==> src/rtl/fft_pkg.sv <==
`default_nettype none
// ============================================================================
//  Module   : fft_pkg
//  Purpose  : Shared types, default sizes and the elaboration-time cosine
//             helper used by the SDF FFT twiddle generator.
//  Revision : 1.0 - initial release
// ============================================================================
package fft_pkg;

    localparam int c_DEF_LOG2N  = 5;
    localparam int c_DEF_DATA_W = 22;
    localparam int c_DEF_FRAC_W = 6;

    // Complex twiddle at the default output width.
    typedef struct packed {
        logic signed [c_DEF_DATA_W-1:0] re;
        logic signed [c_DEF_DATA_W-1:0] im;
    } twiddle_t;

    // round(cos(2*pi*k/n) * 2^frac) for 0 <= k <= n/4, evaluated only while
    // elaborating. A Taylor series keeps this free of math-library calls; the
    // argument never exceeds pi/2, so 12 terms are far beyond the precision needed.
    // The quarter-wave cosine is non-negative, so +0.5 then truncate is
    // round-half-away-from-zero (the tiny negative residue at k=n/4 lands on 0).
    function automatic int cos_q(input int k, input int n, input int frac);
        real x;
        real x2;
        real term;
        real sum;
        real scaled;
        x    = 2.0 * 3.14159265358979323846 * k / n;
        x2   = x * x;
        term = 1.0;
        sum  = 1.0;
        for (int i = 1; i <= 12; i++) begin
            term = -term * x2 / ((2 * i - 1) * (2 * i));
            sum  = sum + term;
        end
        scaled = sum * (1 << frac);
        return $rtoi(scaled + 0.5);
    endfunction

endpackage
`default_nettype wire

==> src/rtl/twiddle_qrom.sv <==
`default_nettype none
// ============================================================================
//  Module   : twiddle_qrom
//  Purpose  : Combinational quarter-wave cosine table, k -> T[k],
//             depth N/4+1, values unsigned 0..2^FRAC_W.
//  Revision : 1.0 - initial release
// ============================================================================
module twiddle_qrom
    import fft_pkg::*;
#(
    parameter int LOG2N  = c_DEF_LOG2N,
    parameter int FRAC_W = c_DEF_FRAC_W
) (
    input  logic [LOG2N-2:0] k_i,
    output logic [FRAC_W:0]  t_o
);

    localparam int c_N     = 1 << LOG2N;
    localparam int c_DEPTH = c_N / 4 + 1;

    logic [FRAC_W:0] w_tab [c_DEPTH];

    for (genvar k = 0; k < c_DEPTH; k++) begin : g_tab
        localparam int c_T = cos_q(k, c_N, FRAC_W);
        assign w_tab[k] = (FRAC_W + 1)'(c_T);
    end

    // Table lookup; addresses beyond N/4 are never issued by the parent.
    always_comb begin
        t_o = '0;
        if (int'(k_i) < c_DEPTH) begin
            t_o = w_tab[k_i];
        end
    end

endmodule
`default_nettype wire

==> src/rtl/sdf_twiddle_gen.sv <==
`default_nettype none
// ============================================================================
//  Module   : sdf_twiddle_gen
//  Purpose  : Registered twiddle generator for one radix-2 DIF SDF stage.
//             Tracks the sample position in the butterfly segment and emits
//             W_N^(j*2^s) one cycle after each accepted sample.
//  Options  : define TWIDDLE_CONJ_EN to add the 'inverse' port (IFFT twiddles).
//  Revision : 1.0 - initial release
// ============================================================================
module sdf_twiddle_gen
    import fft_pkg::*;
#(
    parameter int LOG2N     = c_DEF_LOG2N,
    parameter int STAGE_IDX = 0,
    parameter int DATA_W    = c_DEF_DATA_W,
    parameter int FRAC_W    = c_DEF_FRAC_W
) (
    input  logic              clk,
    input  logic              rst_n,
    input  logic              in_valid,
    input  logic              frame_start,
`ifdef TWIDDLE_CONJ_EN
    input  logic              inverse,
`endif
    output logic              tw_valid,
    output logic [DATA_W-1:0] tw_re,
    output logic [DATA_W-1:0] tw_im,
    output logic              tw_bypass,
    output logic              seg_last
);

    localparam int c_N     = 1 << LOG2N;
    localparam int c_CNT_W = LOG2N - STAGE_IDX;      // log2 of segment length
    localparam int c_AW    = LOG2N - 1;              // holds any e < N/2
    localparam logic [c_AW-1:0]   c_QTR = c_AW'(c_N / 4);
    localparam logic [DATA_W-1:0] c_ONE = DATA_W'(2 ** FRAC_W);

    if (LOG2N < 3 || LOG2N > 12 || STAGE_IDX < 0 || STAGE_IDX > LOG2N - 1 ||
        FRAC_W < 0 || FRAC_W + 2 > DATA_W) begin : g_param_err
        $fatal(1, "sdf_twiddle_gen: illegal parameters LOG2N=%0d STAGE_IDX=%0d DATA_W=%0d FRAC_W=%0d",
               LOG2N, STAGE_IDX, DATA_W, FRAC_W);
    end

    logic [c_CNT_W-1:0] cnt_q, cnt_d;
    logic               valid_q, valid_d;
    logic [DATA_W-1:0]  re_q, re_d;
    logic [DATA_W-1:0]  im_q, im_d;
    logic               bypass_q, bypass_d;
    logic               seg_last_q, seg_last_d;

    logic [c_CNT_W-1:0] w_idx;
    logic [c_AW-1:0]    w_j;
    logic [c_AW-1:0]    w_e;
    logic               w_e_le_q;
    logic [c_AW-1:0]    w_re_k;
    logic [c_AW-1:0]    w_im_k;
    logic [FRAC_W:0]    w_re_t;
    logic [FRAC_W:0]    w_im_t;
    logic [DATA_W-1:0]  w_re_mag;
    logic [DATA_W-1:0]  w_im_mag;
    logic [DATA_W-1:0]  w_re_fold;
    logic [DATA_W-1:0]  w_im_fold;

    // frame_start forces the current sample to the segment start.
    assign w_idx = frame_start ? '0 : cnt_q;

    // j = idx - H is just the index without its MSB (only meaningful in the upper half).
    if (c_CNT_W >= 2) begin : g_j_wide
        assign w_j = c_AW'(w_idx[c_CNT_W-2:0]);
    end else begin : g_j_last
        assign w_j = '0;
    end

    assign w_e      = w_j << STAGE_IDX;
    assign w_e_le_q = (w_e <= c_QTR);

    // N/2 equals 2^c_AW, so N/2 - e is the c_AW-bit two's complement of e.
    assign w_re_k = w_e_le_q ? w_e : ('0 - w_e);
    assign w_im_k = w_e_le_q ? (c_QTR - w_e) : (w_e - c_QTR);

    twiddle_qrom #(
        .LOG2N  (LOG2N),
        .FRAC_W (FRAC_W)
    ) u_qrom_re (
        .k_i (w_re_k),
        .t_o (w_re_t)
    );

    twiddle_qrom #(
        .LOG2N  (LOG2N),
        .FRAC_W (FRAC_W)
    ) u_qrom_im (
        .k_i (w_im_k),
        .t_o (w_im_t)
    );

    assign w_re_mag  = {{(DATA_W-FRAC_W-1){1'b0}}, w_re_t};
    assign w_im_mag  = {{(DATA_W-FRAC_W-1){1'b0}}, w_im_t};
    assign w_re_fold = w_e_le_q ? w_re_mag : ('0 - w_re_mag);
`ifdef TWIDDLE_CONJ_EN
    // Conjugate twiddle for the inverse transform: imaginary sign flips.
    assign w_im_fold = inverse ? w_im_mag : ('0 - w_im_mag);
`else
    assign w_im_fold = '0 - w_im_mag;
`endif

    // Next state: counter advance and twiddle selection on accepted samples, hold otherwise.
    always_comb begin
        cnt_d      = cnt_q;
        valid_d    = in_valid;
        re_d       = re_q;
        im_d       = im_q;
        bypass_d   = bypass_q;
        seg_last_d = seg_last_q;
        if (in_valid) begin
            cnt_d      = (w_idx == '1) ? '0 : w_idx + c_CNT_W'(1);
            seg_last_d = (w_idx == '1);
            if (!w_idx[c_CNT_W-1]) begin
                re_d     = c_ONE;
                im_d     = '0;
                bypass_d = 1'b1;
            end else begin
                re_d     = w_re_fold;
                im_d     = w_im_fold;
                bypass_d = 1'b0;
            end
        end
    end

    // State and output registers with asynchronous clear.
    always_ff @(posedge clk or negedge rst_n) begin
        if (!rst_n) begin
            cnt_q      <= '0;
            valid_q    <= 1'b0;
            re_q       <= '0;
            im_q       <= '0;
            bypass_q   <= 1'b0;
            seg_last_q <= 1'b0;
        end else begin
            cnt_q      <= cnt_d;
            valid_q    <= valid_d;
            re_q       <= re_d;
            im_q       <= im_d;
            bypass_q   <= bypass_d;
            seg_last_q <= seg_last_d;
        end
    end

    assign tw_valid  = valid_q;
    assign tw_re     = re_q;
    assign tw_im     = im_q;
    assign tw_bypass = bypass_q;
    assign seg_last  = seg_last_q;

endmodule
`default_nettype wire

==> config.mk <==
export PLATFORM = sky130hd
export DESIGN_NAME = sdf_twiddle_gen
export DESIGN_NICKNAME = d
export VERILOG_FILES = /design/src/rtl/fft_pkg.sv /design/src/rtl/twiddle_qrom.sv /design/src/rtl/sdf_twiddle_gen.sv
export SDC_FILE = /design/constraint.sdc
export NUM_CORES = 1
export LEC_CHECK = 0
export BUFFER_PORTS_ARGS = -buffer_cell sky130_fd_sc_hd__buf_4
export CAP_MARGIN = 20
export CELL_PAD_IN_SITES_DETAIL_PLACEMENT = 1
export CELL_PAD_IN_SITES_GLOBAL_PLACEMENT = 1
export CORE_ASPECT_RATIO = 1.25
export CORE_MARGIN = 3
export CORE_UTILIZATION = 40
export DETAILED_ROUTE_END_ITERATION = 6
export PLACE_DENSITY = 0.83
export SYNTH_ARGS = -nofsm -noshare
export SYNTH_HDL_FRONTEND = slang
export SYNTH_SLANG_ARGS = --single-unit
==> constraint.sdc <==
create_clock -name clk -period 3.3 [get_ports clk]
set_input_delay 0.495 -clock clk [delete_from_list [all_inputs] [get_ports clk]]
set_output_delay 0.495 -clock clk [all_outputs]
set_load 0.005 [all_outputs]
After elaboration in Yosys (flattened, before gate mapping):

Memory sizes are Yosys's and may differ from the RTL's.
Index checks and enable logic that the tools add are counted.
W data, S select, Z words.

* bits in registers: 52
* bits in read-only memories: 224
* input bits: 4
* output and inout bits: 47
* memories kept: 2

* add/subtract/negate cells: 6
* magnitude comparators: 5
* equal/unequal tests: 1
* muxes and demuxes: 14
* bitwise operators: 2

Memory list
* (name not given): words 16, width 7, rd ports 1, clocked after memory_dff 0, wr ports 0, RTL line twiddle_qrom.sv:32 `t_o = w_tab[k_i];`
* (name not given): words 16, width 7, rd ports 1, clocked after memory_dff 0, wr ports 0, RTL line twiddle_qrom.sv:32

Operator list (number)
* $mux W22: 3
* $mux W7: 6
* $sub A1 B7 Y8 const A: 2
* $ge A5 B5 Y1 const B: 2
* $mux W5: 2
* $not A4 Y5: 2
* $lt A4 B4 Y1 const B: 2
* $mux W4: 2
* $add A5 B1 Y5 const B: 1
* $eq A5 B5 Y1 const B: 1
* $le A4 B4 Y1 const B: 1
* $sub A1 B4 Y4 const A: 1
* $sub A4 B4 Y4 const A: 1
* $sub A4 B4 Y4 const B: 1
* $mux W1: 1

Depth between registers and ports, before layout:

Gate-level depths: netlist of the first run.

* depth after elaboration: 11
* mapped depth: 15

Cells and area by module:

A second synthesis of the first run with hierarchy kept.

* cell total of the unflattened synthesis: 207
* area, all modules: 1854.3 um^2

By module, submodules not included
* sdf_twiddle_gen: instances 1, cells each 166, area each 1546.5 um^2, sequential area each 600.6 um^2
* twiddle_qrom at u_qrom_re: instances 1, cells each 22, area each 162.7 um^2, sequential area each 0.0 um^2
* twiddle_qrom at u_qrom_im: instances 1, cells each 19, area each 145.1 um^2, sequential area each 0.0 um^2

Least setup slack after synthesis of the first run:

Ideal clock, no wire load.

* kind: input-to-reg
* from: input frame_start
* to: register re_q[4], in the netlist tw_re[4]
* arrival: 3038 ps
* setup slack: 129 ps
* stages: 15
* path buffers: 2
* path through: buf_6 > nor2b_4 > inv_2 > ha_1 > buf_4 > and2b_2 > nor4_4 > nor2_8 > xnor2_1 > or3_1 > ha_1 > a21o_1 > a31oi_1 > xnor2_1 > o2bb2ai_1

* longest elaborated chain between the ends: 11

RTL lines
* start: declaration: RTL line sdf_twiddle_gen.sv:21 `input logic frame_start,`
* $mux W5 *: RTL line sdf_twiddle_gen.sv:65 `assign w_idx = frame_start ? '0 : cnt_q;`
* $sub A1 B4 Y4 / $le A4 B4 Y1 (equally long branches): RTL line sdf_twiddle_gen.sv:78, sdf_twiddle_gen.sv:75
* $mux W4: RTL line sdf_twiddle_gen.sv:78 `assign w_re_k = w_e_le_q ? w_e : ('0 - w_e);`
* $not A4 Y5 (not written as such): RTL line twiddle_qrom.sv:32
* $mem_v2 Z16 W7
* $mux W7 (not written as such) (2 in a row): RTL line twiddle_qrom.sv:32
* $mux W7: RTL line twiddle_qrom.sv:31 `if (int'(k_i) < c_DEPTH) begin`
* $sub A1 B7 Y8: RTL line sdf_twiddle_gen.sv:99 `assign w_re_fold = w_e_le_q ? w_re_mag : ('0 - w_re_mag);`
* $mux W22: RTL line sdf_twiddle_gen.sv:99
* $mux W22 *: RTL line sdf_twiddle_gen.sv:118 `if (!w_idx[c_CNT_W-1]) begin`
* end signal: assignment: RTL line sdf_twiddle_gen.sv:142 `re_q <= re_d;`
* end: declaration: RTL line sdf_twiddle_gen.sv:46 `logic [DATA_W-1:0] re_q, re_d;`

Mark *: on every way between the ends. The rest lies on a longest branch, timed or not. The select of a mux whose other input is x is not followed.
A chain may end at the register's enable or synchronous reset.

Worst setup path in the final report of the first run:

* from: register cnt_q[0]
* to: register re_q[4], in the netlist tw_re[4]

* longest elaborated chain between the ends: 11

RTL lines
* start: declaration: RTL line sdf_twiddle_gen.sv:44 `logic [c_CNT_W-1:0] cnt_q, cnt_d;`
* start signal: assignment: RTL line sdf_twiddle_gen.sv:140 `cnt_q <= cnt_d;`
* $mux W5 *: RTL line sdf_twiddle_gen.sv:65
* $sub A1 B4 Y4 / $le A4 B4 Y1 (equally long branches): RTL line sdf_twiddle_gen.sv:78, sdf_twiddle_gen.sv:75
* $mux W4: RTL line sdf_twiddle_gen.sv:78
* $not A4 Y5 (not written as such): RTL line twiddle_qrom.sv:32
* $mem_v2 Z16 W7
* $mux W7 (not written as such) (2 in a row): RTL line twiddle_qrom.sv:32
* $mux W7: RTL line twiddle_qrom.sv:31
* $sub A1 B7 Y8: RTL line sdf_twiddle_gen.sv:99
* $mux W22 *: RTL line sdf_twiddle_gen.sv:99
* $mux W22 *: RTL line sdf_twiddle_gen.sv:118

Marked as above.

==> results of run 1 <==
placed cells by master (no fill, tap or decap), drive strengths merged, types with 2 or more instances in the layout:
cell and instances:
mux2i 2, ha 7, nor2b 9, xor2 2, o2bb2ai 6, a31o 2, o21ai 12, buf 64
a21o 3, o31ai 3, dfrtp 24, or3 3, inv 9, a221o 2, clkbuf 3, nor2 14
nand2b 4, a21oi 11, nor4 3, or2 3, o211ai 4, o211a 2, a31oi 5, nand3 6
mux2 3, and2b 3, nand2 11, nor3 7, clkinv 2, o32ai 2, and2 2, xnor2 9
cells in the mapped netlist (3+ instances only):
cell	count
a21o_1	3
buf_4	30
nor3_1	7
o31ai_1	3
ha_1	7
nand2b_1	3
a31oi_1	5
o211ai_1	4
a21oi_1	9
o21ai_0	11
clkbuf_1	6
nand3_1	6
nor2_1	13
xnor2_1	9
o2bb2ai_1	6
inv_1	8
mux2_2	3
nor2b_1	7
or3_1	3
buf_2	3
dfrtp_1	24
nand2_1	11
state kept, by name, summed over array words and instances, names as in the netlist:
name,flops
cnt_q,5
seg_last,1
tw_bypass,1
tw_im,8
tw_re,8
tw_valid,1
through the flow:
step                 TNS, ns  instance area [um2]  power, mW  setup WS, ns  hold WS, ns
floorplan                  0                 2130      0.741         0.129        0.199
global placement           0                 2400      0.872         0.179        0.412
detailed placement  -0.00563                 2400      0.887      -0.00563        0.414
CTS                        0                 2470       1.17         0.242        0.102
global route               0                 2470       1.24        0.0908        0.111
finish                     0                 2470       1.16         0.243       0.0955
power breakdown:
| part | total (mW) | internal (mW) | switching [mW] |
|---|---|---|---|
| Sequential | 0.329 | 0.306 | 0.0237 |
| Combinational | 0.567 | 0.228 | 0.339 |
| Clock | 0.268 | 0.163 | 0.106 |
| Total | 1.16 | 0.696 | 0.469 |
cell families after synthesis:
kind of cell,Yosys count,share of synthesized area [%]
AOI/OAI and AO/OA,68,25.0
xor gates and xnor gates,11,4.53
adders and majority gates,7,4.12
buffers and inverters,52,15.4
DFF,24,28.2
muxes,5,2.53
and+or+nand+nor,70,20.2
per-layer routing:
metal	track usage, %	part of all wire, %
met1	21.0	38
met4	13.7	5.0
met2	35.9	52
met5	0	0
met3	2.99	5.1
cell type report:
cell class / instances / share of cell area, %
Multi-Input combinational cell: 161 / 48.5
Sequential cell: 24 / 24.3
Clock inverter: 1 / 1.21
Timing Repair Buffer: 64 / 19.4
Clock buffer: 3 / 1.67
Tap cell: 62 / 3.14
Inverter: 11 / 1.72
worst reg2reg max path, stage by stage (launching register included):
cell and delay (ns):
dfrtp_1 0.38, nor2b_4 0.25, inv_2 0.06, ha_1 0.23, and2b_2 0.26, nor4_4 0.31, nor2_8 0.07, xnor2_1 0.15
or3_1 0.35, ha_1 0.24, a21o_1 0.18, a31oi_1 0.20, xnor2_1 0.17, o2bb2ai_1 0.08
path summary, 6_finish.rpt:
check / cells after the start / end / startpoint / slack, ns
hold / removal: 1 / tw_valid$_DFF_PN0_ / rst_n / 0.1
max in group asynchronous: 1 / cnt_q[0]$_DFFE_PN0P_ / rst_n / 2.96
min in group clk: 1 / tw_valid$_DFF_PN0_ / in_valid / 0.46
hold reg to reg: 1 / tw_bypass$_DFFE_PN0P_ / tw_bypass$_DFFE_PN0P_ / 0.49
setup / recovery: 13 / tw_re[4]$_DFFE_PN0P_ / cnt_q[0]$_DFFE_PN0P_ / 0.24
setup reg to reg: 13 / tw_re[4]$_DFFE_PN0P_ / cnt_q[0]$_DFFE_PN0P_ / 0.24
==> metrics, run 1 <==
worst-case clock skew 0.00795 ns; CP max FO 6; Post-Syn Instances 237; # port buffers 50; outcome finished, final reports clean; wire length per cell 17.9 um; Setup Buffers After CTS 0; worst slew pin tran 0.555 ns; post-synthesis register bit count 24; Async SR Flop Fraction 100%; # diodes 0; Synth Flop Type dfrtp_1; Yosys top cell area share 28.2%; # DRC 0; first-pass GRT wire length 9710 um; hold buffer count at cts 0; Setup CP Type reg -> reg; final core utilization 48.3%; total congestion overflow 0; Arrival @ worst endpoint 3.21 ns; Boundary Pins 51; post-route ant nets 0; Tcrit/Tclk final 92.6%; max_slew headroom 62.6%; effective utilization at floorplan 41.6%; Top delay family on crit path simple AND/OR/NAND/NOR gates; Post-Syn Nets 248; average size of a mapped cell 8.98 um2; Iteration-0 DRC Markers 67; element type at the critical path end flop; crit path cell chain nor2b_4, inv_2, ha_1, and2b_2, nor4_4, nor2_8, xnor2_1, or3_1, ha_1, a21o_1, a31oi_1, xnor2_1, o2bb2ai_1; fin crit period 3.06 ns; drt total wl 5840 um; vias 1881; vias in the first global route 2010; Netlist cell types 68; Mapped Area 2130 um2; Buf/Inv on CP 1; H-tree Lvls 1; nets 276; largest net degree at the start of global routing 25; die height 87.6 um; later-pin clock latency in the skew report 0.28 ns; area occupied by multi-input gates 1200 um2; Hold Violations, Final 0; final non-filler cell total 326; Post-Place Cells 322; critical path required time 3.45 ns; Syn-to-layout area delta 16.2%; CTS Sinks 24; final-report setup violation count 0; Via density 5.77; P per Cell Area 471 nW/um2; Placer Congestion 0.907; RSZ-0062 raised after global routing false; CP max stage delay 0.38 ns; Critical-path top delay cell dfrtp_1; initial antenna violation count 0; clock transition at the registers of the reported paths 0.09 ns; EDFF count, synth 0; DP HPWL 4460 um; fmax 327 MHz; synth warn 0; Filler cells 597; sequential area share after synthesis 28.2%; max-cap viol count 0; peak supply drop 0.220 mV; CTS Root Cell clkbuf_8; TritonCTS Buffers 3; Rows 29; post-CTS sizing 0; Critical Path Start Type flop; DIE AREA 6240 um2; top cells by area, synth dfrtp_1 28%, buf_4 11%, ha_1 4.1%; core area 5120 um2; Final Slew Violations 0; Hold Path Class in -> async; CTS tree built; Clock Tree Buf Depth 2; share of cells above drive strength 1 35.6%; router iterations before antenna repair 4; gr usage total 19.9%; leakage power 1.14 nW; Register Area 601 um2; Die Span X 71.2 um; post-synth top area cell dfrtp_1
(Power assumes the default switching activity.)
==> run 2, diff against run 1 <==
--- a/config.mk
+++ b/config.mk
@@ -11,9 +11,10 @@
 export CELL_PAD_IN_SITES_GLOBAL_PLACEMENT = 1
 export CORE_ASPECT_RATIO = 1.25
 export CORE_MARGIN = 3
-export CORE_UTILIZATION = 40
+export CORE_UTILIZATION = 39
 export DETAILED_ROUTE_END_ITERATION = 6
 export PLACE_DENSITY = 0.83
 export SYNTH_ARGS = -nofsm -noshare
 export SYNTH_HDL_FRONTEND = slang
+export SYNTH_HIERARCHICAL = 1
 export SYNTH_SLANG_ARGS = --single-unit
==> run 2 against run 1 <==
Net effect: setup slack better by 0.12 ns; via count down 22%; cell area down 14%; sequential cell count unchanged.
==> metrics, run 2 <==
outcome finished, final reports clean; Synth top cells by count 28 x buf_4, 24 x dfrtp_1, 16 x inv_1; Via density 5.14 (-11%); wire length per cell 15.1 um (-16%); worst slew pin tran 0.600 ns (+0.0447 ns); Setup CP Type reg -> reg; router iterations before antenna repair 4 (unchanged); Tcrit/Tclk final 89.1% (-3.5 points); Hold Path Class in -> async; die height 83.1 um (-5.1%); total congestion overflow 0 (unchanged); Post-Place Cells 280 (-13%); # port buffers 50 (unchanged); nets 242 (-12%); Buf/Inv on CP 2 (+1); RR Startpoint cnt_q[0]$_DFFE_PN0P_; Critical-path top delay cell dfrtp_1; CTS tree built; crit path cell chain nand2_1, xor2_1, nor2_1, inv_1, ha_1, nor3b_1, inv_1, ha_1, a311oi_1, xor2_1, o22a_1; drt total wl 4300 um (-26%); later-pin clock latency in the skew report 0.28 ns (about the same); Async SR Flop Fraction 100% (unchanged); Final Slew Violations 0 (unchanged); Post-Syn Instances 207 (-13%); leakage power 0.966 nW (-15%); hold buffer count at cts 0 (unchanged); Critical Path Start Type flop; Setup Buffers After CTS 0 (unchanged); synth warn 6 (+6); CP max FO 11 (+5); Yosys top cell area share 32.4% (+4.2 points); final non-filler cell total 284 (-13%); gr usage total 16.3% (-3.6 points); Arrival @ worst endpoint 3.11 ns (-0.10 ns); top-count cell post-synth buf_4; Post-Syn Nets 222 (-10%); Setup TNS 0 ns (unchanged); post-synthesis register bit count 24 (unchanged); R2R Setup Slk 0.36 ns (+0.12 ns); Syn-to-layout area delta 14.1%; top cells by area, synth dfrtp_1 32%, buf_4 11%, ha_1 7.4%; fin crit period 2.94 ns (-0.117 ns); commonest non-fill, non-tap cell in the layout buf_4; post-synth top area cell dfrtp_1; Register Area 601 um2 (unchanged); effective utilization at floorplan 41.3% (-0.33 points); share of cells above drive strength 1 30.1% (-5.5 points); critical path required time 3.47 ns (+0.02 ns); first-pass GRT wire length 7160 um (-26%); worst-case clock skew 0.00416 ns (-0.00379 ns); reg2reg path depth 11 (-2); sequential area share after synthesis 32.4% (+4.2 points); Placer Congestion 0.779 (-14%); # DRC 0 (unchanged); post-route ant nets 0 (unchanged); RSZ-0062 raised after global routing false; final-report setup violation count 0 (unchanged); Iteration-0 DRC Markers 27 (-60%); post-CTS sizing 0 (unchanged); initial antenna violation count 0 (unchanged); Mapped Area 1850 um2 (-13%); Top delay family on crit path simple AND/OR/NAND/NOR gates; core area 4490 um2 (-12%); Boundary Pins 51 (unchanged); Synth Flop Type dfrtp_1; DIE AREA 5620 um2 (-9.8%); DP HPWL 3230 um (-27%); CP max stage delay 0.53 ns (+0.15 ns); average size of a mapped cell 8.96 um2 (-0.25%); vias in the first global route 1459 (-27%); Rows 27 (-6.9%); element type at the critical path end flop; R2R Path End tw_re[6]$_DFFE_PN0P_; fmax 340 MHz (+4.0%); Netlist cell types 39 (-43%); Die Span X 67.7 um (-5.0%); CTS Sinks 24 (unchanged); clock transition at the registers of the reported paths 0.09 ns (about the same); commonest non-fill, non-tap cells in the layout 54 x buf_4, 24 x dfrtp_1, 16 x inv_1, 14 x nor2_1, 11 x ha_1; largest net degree at the start of global routing 25 (unchanged); CTS Root Cell clkbuf_8; Filler cells 550 (-7.9%); P per Cell Area 364 nW/um2 (-23%); Setup WS post-layout 0.360 ns (+0.117 ns); Clock Tree Buf Depth 2 (unchanged); Hold Violations, Final 0 (unchanged); EDFF count, synth 0 (unchanged); setup slack at placement 0.418 ns (+0.424 ns); TritonCTS Buffers 3 (unchanged); H-tree Lvls 1 (unchanged); peak supply drop 0.142 mV (-35%); max_slew headroom 59.9% (-2.7 points); vias 1459 (-22%); area occupied by multi-input gates 922 um2 (-23%); # diodes 0 (unchanged); max-cap viol count 0 (unchanged)
## run 2: cell count changes after synthesis, moves of 3 or more
cell       previous run  this run
nand2b_1              3         7
a211oi_1              0         7
o2bb2ai_1             6         9
nand2_1              11         7
o211ai_1              4         0
nor3b_1               1         5
inv_1                 8        16
a21oi_1               9         5
a31oi_1               5         0
xor2_1                2         6
ha_1                  7        11
## run 2: through the flow
stage                     instance area, um2  total power [mW]  hold WS, ns  util [%]
after floorplan                         1850             0.513        0.199         -
after global placement                  2060             0.556        0.414      45.9
after detailed placement                2060             0.564        0.420      45.9
after CTS                               2120             0.781        0.113      47.1
after global routing                    2120             0.824        0.120      47.1
final                                   2120             0.770        0.104      47.1
## run 2: cells by family (layout without fill, tap and decap cells)
group	count (synthesis)	in the layout	synth area share (%)
compound gates	41	41	16.5
xor+xnor	13	13	6.14
fa+ha+maj	11	11	7.42
buf+inv	55	74	17.9
flops	24	24	32.4
mux	3	3	1.75
simple gates	60	60	17.9
## run 2: worst max-delay path by stage
stage                         startpoint               endpoint  cells past startpoint
global placement             frame_start   tw_re[6]$_DFFE_PN0P_                     10
floorplan                    frame_start  tw_im[20]$_DFFE_PN0P_                      9
detailed placement  cnt_q[0]$_DFFE_PN0P_   tw_re[6]$_DFFE_PN0P_                     11
CTS                 cnt_q[0]$_DFFE_PN0P_   tw_re[6]$_DFFE_PN0P_                     11
finish              cnt_q[0]$_DFFE_PN0P_   tw_re[6]$_DFFE_PN0P_                     11
global route        cnt_q[0]$_DFFE_PN0P_   tw_re[6]$_DFFE_PN0P_                     11
## run 2: cell type report
type,instances,share of cell area [%]
Inverter,16,2.84
Multi-Input combinational cell,128,43.6
Clock buffer,4,2.60
Timing Repair Buffer,54,19.2
Sequential cell,24,28.4
Tap cell,58,3.43
## run 2: layer usage
metal  GRT usage (%)  vias up  wire length, um
met4            4.98        0               56
met5               0        -                0
met1            19.7      707             1810
met3            1.49        5              200
li1                -      708                -
met2            29.2       39             2230
## run 2: report_power, final
group | internal (mW) | switching (mW)
logic | 0.104 | 0.145
registers | 0.299 | 0.0130
clock network | 0.107 | 0.102
total | 0.510 | 0.260
